`src/rtl/iic_reg_seq.sv`:
```
// ============================================================================
// Module      : iic_reg_seq
// Description : Register read/write sequencer driving an I2C byte-command master.
//               Optional IIC_SEQ_REG16_EN macro adds a high register-address byte.
// Revision    : 1.0 - initial release
// ============================================================================
`default_nettype none

module iic_reg_seq #(
  parameter int TIMEOUT_CNT = 1000000
) (
  input  logic       i_SysClock,
  input  logic       i_Reset,
  input  logic       i_ReqValid,
  output logic       o_ReqReady,
  input  logic       i_ReqRead,
  input  logic [6:0] i_DevAddr,
  input  logic [15:0] i_RegAddr,
  input  logic [7:0] i_WrData,
  output logic       o_RspValid,
  output logic [7:0] o_RspData,
  output logic       o_RspNack,
  output logic       o_RspTimeout,
  output logic       o_MstCmdValid,
  output logic [3:0] o_MstCmd,
  output logic [7:0] o_MstTxByte,
  output logic       o_MstSetAck,
  input  logic       i_MstDone,
  input  logic [7:0] i_MstRxByte,
  input  logic       i_MstGetAck
);

  localparam int CNT_W = (TIMEOUT_CNT < 2) ? 1 : $clog2(TIMEOUT_CNT + 1);
  localparam logic [CNT_W-1:0] c_Limit = CNT_W'(TIMEOUT_CNT);

  typedef enum logic [2:0] {
    PH_IDLE, PH_ISSUE, PH_PULSE, PH_SKIP, PH_WAIT, PH_RSP
  } phase_t;

  typedef enum logic [3:0] {
    ST_START, ST_DEVW, ST_REGH, ST_REGL, ST_WDATA,
    ST_PRESTART, ST_START2, ST_DEVR, ST_RDATA, ST_STOP
  } step_t;

  phase_t r_Phase, w_NextPhase;
  step_t  r_Step, w_NextStep, w_SeqNext;

  logic       r_Read;
  logic [6:0] r_DevAddr;
`ifdef IIC_SEQ_REG16_EN
  logic [15:0] r_RegAddr;
`else
  logic [7:0]  r_RegAddr;
`endif
  logic [7:0] r_WrData;
  logic       r_NackFlag;
  logic [7:0] r_RdByte;
  logic [CNT_W-1:0] r_WdCnt;

  logic       w_Issue, w_SetNack, w_CaptureRd, w_TimeoutHit, w_Timeout, w_IsWrByte;
  logic [3:0] w_StepCmd;
  logic [7:0] w_StepTx;
  logic       w_StepSetAck;
  logic       w_unusedRegHigh;

  assign w_unusedRegHigh = ^i_RegAddr[15:8];
  assign o_ReqReady = (r_Phase == PH_IDLE);
  assign w_Timeout  = (TIMEOUT_CNT != 0) && (r_WdCnt == c_Limit);

  // Command encoding and successor of each step in the nominal sequence.
  always_comb begin
    w_StepCmd    = 4'd0;
    w_StepTx     = 8'h00;
    w_StepSetAck = 1'b0;
    w_IsWrByte   = 1'b0;
    w_SeqNext    = ST_STOP;
    case (r_Step)
      ST_START:    begin w_StepCmd = 4'd1; w_SeqNext = ST_DEVW; end
      ST_DEVW: begin
        w_StepCmd = 4'd2; w_StepTx = {r_DevAddr, 1'b0}; w_IsWrByte = 1'b1;
`ifdef IIC_SEQ_REG16_EN
        w_SeqNext = ST_REGH;
`else
        w_SeqNext = ST_REGL;
`endif
      end
`ifdef IIC_SEQ_REG16_EN
      ST_REGH: begin
        w_StepCmd = 4'd2; w_StepTx = r_RegAddr[15:8]; w_IsWrByte = 1'b1; w_SeqNext = ST_REGL;
      end
`endif
      ST_REGL: begin
        w_StepCmd = 4'd2; w_StepTx = r_RegAddr[7:0]; w_IsWrByte = 1'b1;
        w_SeqNext = r_Read ? ST_PRESTART : ST_WDATA;
      end
      ST_WDATA:    begin w_StepCmd = 4'd2; w_StepTx = r_WrData; w_IsWrByte = 1'b1; w_SeqNext = ST_STOP; end
      ST_PRESTART: begin w_StepCmd = 4'd5; w_SeqNext = ST_START2; end
      ST_START2:   begin w_StepCmd = 4'd1; w_SeqNext = ST_DEVR; end
      ST_DEVR: begin
        w_StepCmd = 4'd2; w_StepTx = {r_DevAddr, 1'b1}; w_IsWrByte = 1'b1; w_SeqNext = ST_RDATA;
      end
      ST_RDATA:    begin w_StepCmd = 4'd3; w_StepSetAck = 1'b1; w_SeqNext = ST_STOP; end
      ST_STOP:     begin w_StepCmd = 4'd4; w_SeqNext = ST_STOP; end
      default:     begin w_StepCmd = 4'd4; w_SeqNext = ST_STOP; end
    endcase
  end

  always_comb begin
    w_NextPhase  = r_Phase;
    w_NextStep   = r_Step;
    w_Issue      = 1'b0;
    w_SetNack    = 1'b0;
    w_CaptureRd  = 1'b0;
    w_TimeoutHit = 1'b0;
    case (r_Phase)
      PH_IDLE: if (i_ReqValid) begin
        w_NextPhase = PH_ISSUE;
        w_NextStep  = ST_START;
      end
      PH_ISSUE: if (i_MstDone) begin
        w_Issue     = 1'b1;
        w_NextPhase = PH_PULSE;
      end
      PH_PULSE: w_NextPhase = PH_SKIP;
      // Master Done is still high in this cycle from before the command.
      PH_SKIP:  w_NextPhase = PH_WAIT;
      PH_WAIT: begin
        if (i_MstDone) begin
          if (r_Step == ST_STOP) begin
            w_NextPhase = PH_RSP;
          end else if (w_IsWrByte && i_MstGetAck) begin
            w_SetNack   = 1'b1;
            w_NextStep  = ST_STOP;
            w_NextPhase = PH_ISSUE;
          end else begin
            w_CaptureRd = (r_Step == ST_RDATA);
            w_NextStep  = w_SeqNext;
            w_NextPhase = PH_ISSUE;
          end
        end else if (w_Timeout) begin
          w_TimeoutHit = 1'b1;
          w_NextPhase  = PH_RSP;
        end
      end
      PH_RSP:  w_NextPhase = PH_IDLE;
      default: w_NextPhase = PH_IDLE;
    endcase
  end

  always_ff @(posedge i_SysClock) begin
    if (i_Reset) begin
      r_Phase       <= PH_IDLE;
      r_Step        <= ST_START;
      r_Read        <= 1'b0;
      r_DevAddr     <= '0;
      r_RegAddr     <= '0;
      r_WrData      <= '0;
      r_NackFlag    <= 1'b0;
      r_RdByte      <= '0;
      r_WdCnt       <= '0;
      o_MstCmdValid <= 1'b0;
      o_MstCmd      <= 4'd0;
      o_MstTxByte   <= 8'h00;
      o_MstSetAck   <= 1'b0;
      o_RspValid    <= 1'b0;
      o_RspData     <= 8'h00;
      o_RspNack     <= 1'b0;
      o_RspTimeout  <= 1'b0;
    end else begin
      r_Phase <= w_NextPhase;
      r_Step  <= w_NextStep;
      if (r_Phase == PH_IDLE && i_ReqValid) begin
        r_Read     <= i_ReqRead;
        r_DevAddr  <= i_DevAddr;
`ifdef IIC_SEQ_REG16_EN
        r_RegAddr  <= i_RegAddr;
`else
        r_RegAddr  <= i_RegAddr[7:0];
`endif
        r_WrData   <= i_WrData;
        r_NackFlag <= 1'b0;
        r_RdByte   <= 8'h00;
      end
      o_MstCmdValid <= w_Issue;
      if (w_Issue) begin
        o_MstCmd    <= w_StepCmd;
        o_MstTxByte <= w_StepTx;
        o_MstSetAck <= w_StepSetAck;
        r_WdCnt     <= '0;
      end else if ((r_Phase == PH_SKIP || r_Phase == PH_WAIT) && r_WdCnt < c_Limit) begin
        r_WdCnt <= r_WdCnt + 1'b1;
      end
      if (w_SetNack)   r_NackFlag <= 1'b1;
      if (w_CaptureRd) r_RdByte   <= i_MstRxByte;
      o_RspValid <= (w_NextPhase == PH_RSP);
      if (w_NextPhase == PH_RSP) begin
        o_RspTimeout <= w_TimeoutHit;
        o_RspNack    <= r_NackFlag & ~w_TimeoutHit;
        o_RspData    <= (w_TimeoutHit || r_NackFlag) ? 8'h00 : r_RdByte;
      end
    end
  end

endmodule

`default_nettype wire

```
`config.mk`:
```
export PLATFORM = sky130hd
export DESIGN_NAME = iic_reg_seq
export DESIGN_NICKNAME = d
export VERILOG_FILES = /design/src/rtl/iic_reg_seq.sv
export SDC_FILE = /design/constraint.sdc
export NUM_CORES = 1
export LEC_CHECK = 0
export CAP_MARGIN = 20
export CORE_MARGIN = 4
export CORE_UTILIZATION = 45
export CTS_BUF_LIST = sky130_fd_sc_hd__clkbuf_16
export CTS_CLUSTER_DIAMETER = 80
export DETAILED_ROUTE_END_ITERATION = 8
export PLACE_DENSITY = 0.81
export SETUP_SLACK_MARGIN = 0.2
export SLEW_MARGIN = 10
export SYNTH_ARGS = -nofsm -noshare
export SYNTH_HDL_FRONTEND = slang
export SYNTH_SLANG_ARGS = --single-unit
```
`constraint.sdc`:
```
create_clock -name i_SysClock -period 3.5 [get_ports i_SysClock]
set_input_delay 0.35 -clock i_SysClock [delete_from_list [all_inputs] [get_ports i_SysClock]]
set_output_delay 0.35 -clock i_SysClock [all_outputs]
set_load 0.05 [all_outputs]
```
==> results.txt, run 1 <==
The run finished with clean final reports. The most used flip-flop cell after synthesis is dfxtp_1. The mean area per synthesized cell is 8.022 µm². The number of slew-limit violations in the final report came out at 0. The slowest cell on the critical path is or4_1. The share of total power in the clock network came out at 0.442.

The actual transition at the worst max-transition pin is 1.029 ns. The total of fill cells in the finished design came out at 712. The power density over cell area is 452.0 nW/µm². The routability congestion estimate came out at 0.8535.

The register-to-register path setup slack is 0.89 ns. The standby leakage power is 1.528 nW. The synthesized flop and latch total is 84. The number of warnings printed during yosys synthesis came out at 0. In the layout the commonest cells are nand2_1, dfxtp_1, clkdlybuf4s50_1. Of the total synthesized cell area, the portion taken by AND, OR, NAND and NOR gates is 0.2681. After detailed routing, the number of vias per cell comes to between 5 and 6.

The worst setup path is launched from a flip-flop. The via count is around 3400. Entering global routing, the biggest net connects 60 pins.

For this run, the top clock speed supported by timing is 0.3834 GHz. The total track usage came out at 0.1745. The net count of the finished layout is around 560. Data on the critical path arrives at its endpoint at 2.87 ns. The starting density of the core came out at 0.4723. Of all flip-flops after synthesis, the portion carrying an async set or reset was 0. The clock sink count is between 80 and 90. The worst register-to-register path begins at r_Phase[2]. The maximum cell stage delay along the critical path came out at approximately 0.62 ns. The leftover overflow at the end of global routing came out at 0. The critical-path maximum fanout is 12. In this run the worst hold path is classified as flip-flop to flip-flop. The setup path with the least slack is of type flip-flop to flip-flop. The clock passes through at most 2 buffers. The clock buffer count from CTS is 9.

The cell family contributing the most delay on the critical path is simple AND/OR/NAND/NOR gates. The core occupancy in the finished layout is 0.5912. The data required time at the worst endpoint is between 3 and 4 ns. In this run the worst setup path terminates at r_WdCnt[15]. The DRC violation count after routing is 0. By area, the combinational part of the netlist is dominated by simple AND/OR/NAND/NOR gates.

On the final layout, the worst clock skew is 0.008848 ns. The share of synthesized area occupied by flip-flops and latches came out at 0.4537. Post-CTS timing repair inserted 0 buffers for setup. The synthesized instance count came out at between 400 and 500. The area of all placed cells without fillers is around 4600 µm². The diode insertion count for antenna repair came out at 0.

The first-pass GRT wire length came out at 14.15 mm. The HPWL after detailed placement is 5.982 mm. The XOR/XNOR share of the synthesized area is 0.01182. The multiplexer area fraction after synthesis is 0.008440.

The number of antenna-violating nets in the routed design came out at 0. For this block, the initial DRC count from the detailed router was 195. The count of distinct cell types in the synthesized netlist is 50. The fraction of power consumed by sequential logic came out at 0.476. For this design the total switching power over the nets is about 0.5 mW.

The worst-case IR drop observed on VDD is between 0.2 and 0.3 mV. The floorplan step defined a die boundary enclosing 9752 µm². The core area is 7848 µm². The post-synthesis net count is 509. The path depth of the worst reg2reg path is 5.

The count of endpoints failing hold in the final timing report is 0. The deepest level of the CTS H-tree came out at 3. The post-synthesis adder-cell area fraction is 0.006752. The count of standard-cell rows came out at 32. Of the total power, the share spent switching nets is 0.2354. The share of synthesized area in the top cell type comes to 0.4537.

The kind of capture point of the worst setup path is a flip-flop. Dividing the detail-routed wire length by the instance count gives about 14 µm. Walking the worst path, the cells encountered are nor3b_2 > o21bai_1 > nand4_1 > or4_1 > a21oi_1. The buffer and inverter count on the worst path is 0. By area the synthesized netlist is led by dfxtp_1, nand2_1, a21oi_1. The ratio of final minimum period to clock period is 0.7451. The final-layout setup total negative slack came out at 0 ns.

The endpoint identified for the worst register-to-register timing path is r_WdCnt[15]. The root buffer selected by CTS is clkbuf_16. TritonCTS built the clock tree.

Clock-pin slew was measured on the worst setup and hold paths at 0.06 ns. The count of input and output buffers came out at 61. The post-cts gate resize count came out at 0. The area added between synthesis and finish came out at 25.19%. After detailed routing, the total wire length is ~8.6 mm.

The startpoint identified for the worst hold timing path is r_RdByte[4]. The proportion of layout cells with a drive suffix above 1 came out at 0.05068. The number of failing setup endpoints in the final timing report came out at 0. The die height is slightly below 100 µm.

The quantity of hold-fixing buffers added after cts is 0. The placed instances occupy a cell area of between 4000 and 5000 µm². The number of flops mapped to enable cells by yosys came out at 0. dfxtp_1 takes more of the synthesized area than any other cell. The proportion of power drawn by combinational gates is 0.083. The initial antenna violation count is 0. The internal power of the cells came out at 1.603 mW. Setup repair after global routing left no endpoint under its margin. For the worst-skew pair, the clock arrives at the later sink with an insertion delay of 0.33 ns. The max-cap violation count is 0. The first detailed-routing pass ran for 5 iterations. The die width is 98.75 µm. The synthesized-area fraction occupied by ao, oa, aoi and oai cells came to 0.2137. The mapped netlist covers approximately 3700 µm². In this run the tightest slew margin relative to its limit is 0.3139. The logic depth of the worst path, buffers included came out at 5.

The number of global-route vias before repair was 3109. The total I/O pin count is around 70. In this run the worst setup path begins at r_Phase[2].

The smallest clock period supported by the final layout is computed as 2.608 ns.
## state kept, by name (all words and copies together), names as in the netlist
name,flops
r_Step,4
o_MstCmd,3
o_RspTimeout,1
r_RdByte,8
r_WrData,8
r_Phase,3
o_MstCmdValid,1
o_MstSetAck,1
o_RspData,8
o_MstTxByte,8
r_RegAddr,8
r_NackFlag,1
r_Read,1
o_RspNack,1
r_WdCnt,20
r_DevAddr,7
o_RspValid,1
## kinds of logic (layout without fill, tap and decap cells)
kind of cell             after synthesis  in the layout
AND/OR/NAND/NOR                      198            198
AO/OA/AOI/OAI                        135            135
flip-flops                            84             84
buffers and inverters                 34             85
XOR/XNOR                               5              5
multiplexers                           3              3
adder cells (fa/ha/maj)                2              2
other                                  1              1
## final cells by class
class | instances | area (µm²) | share of cell area
Clock buffer | 9 | 225.2 | 0.04854
Clock inverter | 7 | 68.82 | 0.01483
Inverter | 7 | 26.28 | 0.005663
Multi-Input combinational cell | 344 | 1889 | 0.4072
Sequential cell | 84 | 1682 | 0.3625
Tap cell | 102 | 127.6 | 0.02751
Timing Repair Buffer | 62 | 620.6 | 0.1338
## cell usage after synthesis (5+ instances only)
cell type   n
a22o_1      7
nor2_1     20
nor2b_1    15
clkbuf_1   21
nand2b_1    6
nand4_1     7
dfxtp_1    84
or3_1      14
a21oi_1    57
a211oi_1    5
nand3_1    21
nor3_1      5
o21ai_0    36
a22oi_1     8
inv_1       7
nand2_1    84
## how the worst min path moves through the flow
stage	to	slack [ns]	cells after the start
finish	o_RspData[4]	0.45	2
global route	r_WrData[3]	0.47	2
CTS	r_WrData[3]	0.46	2
detailed placement	o_RspData[4]	0.45	2
global placement	r_RegAddr[6]	0.45	2
floorplan	r_WdCnt[19]	0.43	1
## metrics by stage
step	std cells	power [mW]	setup WS (ns)	hold slack [ns]
after floorplan	462	1.117	0.8625	0.4337
after global placement	598	1.184	1.089	0.4453
after detailed placement	599	1.192	0.9606	0.4493
after CTS	615	2.109	0.9460	0.4582
after global routing	615	2.159	0.6855	0.4734
final	615	2.097	0.8921	0.4550
## tightest hold or removal path: stages, from the launching register on
cell,delay (ns)
dfxtp_1,0.31
nand2_1,0.05
o21ai_0,0.06
## power by group through the flow
stage	clock (mW)	sequential [mW]	combinational, mW
final	0.926	0.997	0.173
after CTS	0.938	0.997	0.174
after floorplan	0	1.02	0.0929
after global routing	0.969	0.999	0.190
after global placement	0	1.02	0.166
after detailed placement	0	1.02	0.173
## per-layer routing
| layer | wire [µm] | GRT usage | up-vias |
|---|---|---|---|
| met5 | 0 | 0 | - |
| met4 | 148 | 0.06513 | 0 |
| met3 | 393 | 0.02972 | 16 |
| met2 | 4264 | 0.3011 | 91 |
| met1 | 3825 | 0.2173 | 1604 |
| li1 | - | - | 1731 |
No activity file was read; power rests on OpenSTA's default activity.
==> run 2: changes to the inputs <==
==> constraint.sdc (replaced) <==
create_clock -name i_SysClock -period 2.4 [get_ports i_SysClock]
set_input_delay 0.24 -clock i_SysClock [delete_from_list [all_inputs] [get_ports i_SysClock]]
set_output_delay 0.24 -clock i_SysClock [all_outputs]
set_load 0.05 [all_outputs]
==> results.txt, run 2 (synthesis gave the netlist of run 1 again) <==
The deepest level of the CTS H-tree is 3. Setup violations remaining at the end of the flow were counted as 0. The count of endpoints failing hold in the final timing report was 0. The clock sink count came out at 84. The internal power of the cells came out at 2.549 mW. The worst setup skew after layout came out at 0.007483 ns. The number of detailed-routing iterations run before antenna repair is 4. For this run, global-route usage on met2 was measured as 0.3218. Relative to the synthesized area, the layout overhead comes to 32.92%. The diode insertion count for antenna repair is 0.

In the routed design, unresolved DRC markers number 0. The final wirelength is between 9 and 10 mm. The register containing the most flip-flops in the final layout is r_WdCnt.

The first-pass GRT wire length came out at 15.07 mm. The flip-flop count of the largest register after layout is 20. Setup repair after global routing could not meet its margin everywhere. The fraction of power consumed by sequential logic is 0.446. The largest net degree at the start of global routing is 40. In this run the worst hold path is classified as input pin to flip-flop. In the final routed layout, each cell accounts on average for ~15 µm. After routing, the total negative slack on setup checks comes to 0 ns. The flow ran to the end, and the final reports show no timing, DRC or antenna violations. The worst setup path is of the flip-flop to flip-flop kind.

The most critical setup path has its startpoint at r_WdCnt[10]. The worst setup path is captured at a flip-flop. In this run the power spent charging and discharging nets is between 0.7 and 0.8 mW.

The clock-pin slew of the registers on the worst-case setup and hold paths is about 0.060 ns. The die area is 9752 µm². The clock passes through at most 2 buffers.

The data required time at the worst endpoint is roughly 2.7 ns. The power density over cell area came out at roughly 660 nW/µm². The number of global-route vias before repair is between 3000 and 4000.

The number of slew-limit violations in the final report was 0. In this run the critical register-to-register path is launched from r_WdCnt[10]. TritonCTS built the clock tree. IR analysis of the VDD net gives a maximum drop of approximately 0.36 mV. The proportion of power drawn by combinational gates came out at 0.080.

Once detail routing completed, the nets flagged for antenna violations numbered 0. The die width came out at roughly 100 µm. The die height came out at 98.75 µm. The leftover overflow at the end of global routing came out at 0. The layer flagged by global routing as most heavily used is met2. The proportion of layout cells with a drive suffix above 1 is 0.1157.

The core area came out at between 7000 and 8000 µm². STA classifies the critical path startpoint as a flip-flop. The share of total power in the clock network came out at 0.473.

The final route contains approximately 3500 vias. The via density per instance came out at 5.550. The total I/O pin count is between 70 and 80. In the global route stage, overall resource usage came out at 0.1872. The count of standard-cell rows came out at 32.

The data arrival at the endpoint of the critical path is between 2 and 2.5 ns. In this run the most critical hold path is launched from i_Reset. The library cells used most frequently in the layout, excluding fill and tap cells, are nand2_1, dfxtp_1, clkdlybuf4s50_1. The actual transition at the worst max-transition pin came out at 0.6490 ns. The standby leakage power is 1.676 nW.

The max-cap violation count is 0. The initial antenna violation count is 0. The core occupancy in the finished layout came out at 0.6277.

The total of fill cells in the finished design is around 680. The quantity of hold-fixing buffers added after cts came out at 0. The met1 capacity usage during global routing came out at 0.2368. The fraction of power spent switching nets is 0.2188. The headroom to the max-slew limit came out at 0.5634. The starting density of the core is 0.4723.

The top achievable clock speed came out at between 0.4 and 0.5 GHz. Leaving out fill and tap cells, the most frequent cell in the layout is nand2_1. The clock latency on the worst-skew pair came out at 0.34 ns.

The worst path needs roughly 2.2 ns of the cycle, external delays included. The final net count is around 580. The ratio of final minimum period to clock period is 0.9272. The routability congestion estimate is just under 0.9. Of all nets on the critical path, the largest fanout is 6. The clock buffer count from CTS is 9.

The initial DRC count came out at ~200. The tree is rooted in a clkbuf_16. Once detailed placement completed, the half-perimeter wirelength came to about 6.3 mm. The count of input and output buffers is 61. For this run, global-route usage on met3 was measured as 0.03326.
-- run 2: cell types whose count changed in the layout (fill, tap and decap cells not counted), sizes merged --
cell,change
clkinvlp,-2
clkinv,-2
bufinv,+2
inv,+2
buf,+23
-- run 2: per-stage QoR --
| stage | std cells | cell area, µm² | total power, mW | hold WS (ns) | setup slack [ns] |
|---|---|---|---|---|---|
| after detailed placement | 610 | 4425 | 1.747 | 0.4491 | 0.09128 |
| after CTS | 633 | 4830 | 3.270 | 0.3185 | 0.1749 |
| final | 638 | 4926 | 3.263 | 0.3200 | 0.1748 |
| after global placement | 610 | 4425 | 1.739 | 0.4443 | 0.1691 |
| after floorplan | 462 | 3711 | 1.630 | 0.3243 | 0.3240 |
| after global routing | 638 | 4926 | 3.362 | 0.3319 | 0.1051 |
-- run 2: path summary, 6_finish.rpt --
check / cells past startpoint / end / slack [ns]
hold reg to reg: 2 / r_DevAddr[1] / 0.46
hold / removal: 2 / r_RegAddr[2] / 0.32
setup reg to reg: 6 / r_WdCnt[10] / 0.17
setup / recovery: 6 / r_WdCnt[10] / 0.17
-- run 2: worst max-delay path, cell delays in order (launching register included) --
cell and delay [ns]:
dfxtp_4 0.34, or4_4 0.56, o2111ai_4 0.28, nand4_1 0.27, buf_4 0.26, or3_4 0.32, a21oi_2 0.12
-- run 2: area by class of cell --
cell class / instances / area [µm²] / share of cell area
multi-input cells: 344 / 1966 / 0.3990
flip-flops and latches: 84 / 1687 / 0.3424
repair buffers: 85 / 785.8 / 0.1595
clock buffers: 9 / 225.2 / 0.04572
well taps: 102 / 127.6 / 0.02591
clock inverters: 7 / 108.9 / 0.02210
inverters: 7 / 26.28 / 0.005334
-- run 2: metal layers --
metal | share of wire | up-vias
met5 | 0 | -
li1 | - | 1771
met1 | 0.43 | 1671
met4 | 0.018 | 0
met2 | 0.51 | 83
met3 | 0.042 | 16
-- run 2: power by group through the flow --
stage	clock (mW)	sequential, mW	combinational (mW)
final	1.54	1.46	0.262
after CTS	1.55	1.46	0.262
after detailed placement	0	1.49	0.260
after floorplan	0	1.49	0.136
after global placement	0	1.48	0.255
after global routing	1.62	1.46	0.287
-- run 2: what timing repair did --
| action | in CTS | in global routing |
|---|---|---|
| setup endpoints to repair | 7 | 23 |
| setup buffers | 7 | 5 |
| gates resized for setup | 2 | 18 |
| gates cloned | 0 | 0 |
| pin swaps | 3 | 10 |
==> run 3: changes to the inputs <==
--- a/config.mk
+++ b/config.mk
@@ -5,7 +5,6 @@
 export SDC_FILE = /design/constraint.sdc
 export NUM_CORES = 1
 export LEC_CHECK = 0
-export CAP_MARGIN = 20
 export CORE_MARGIN = 4
 export CORE_UTILIZATION = 45
 export CTS_BUF_LIST = sky130_fd_sc_hd__clkbuf_16
==> results of run 3 <==
The final DEF is identical to that of run 2; final timing and power are the same.
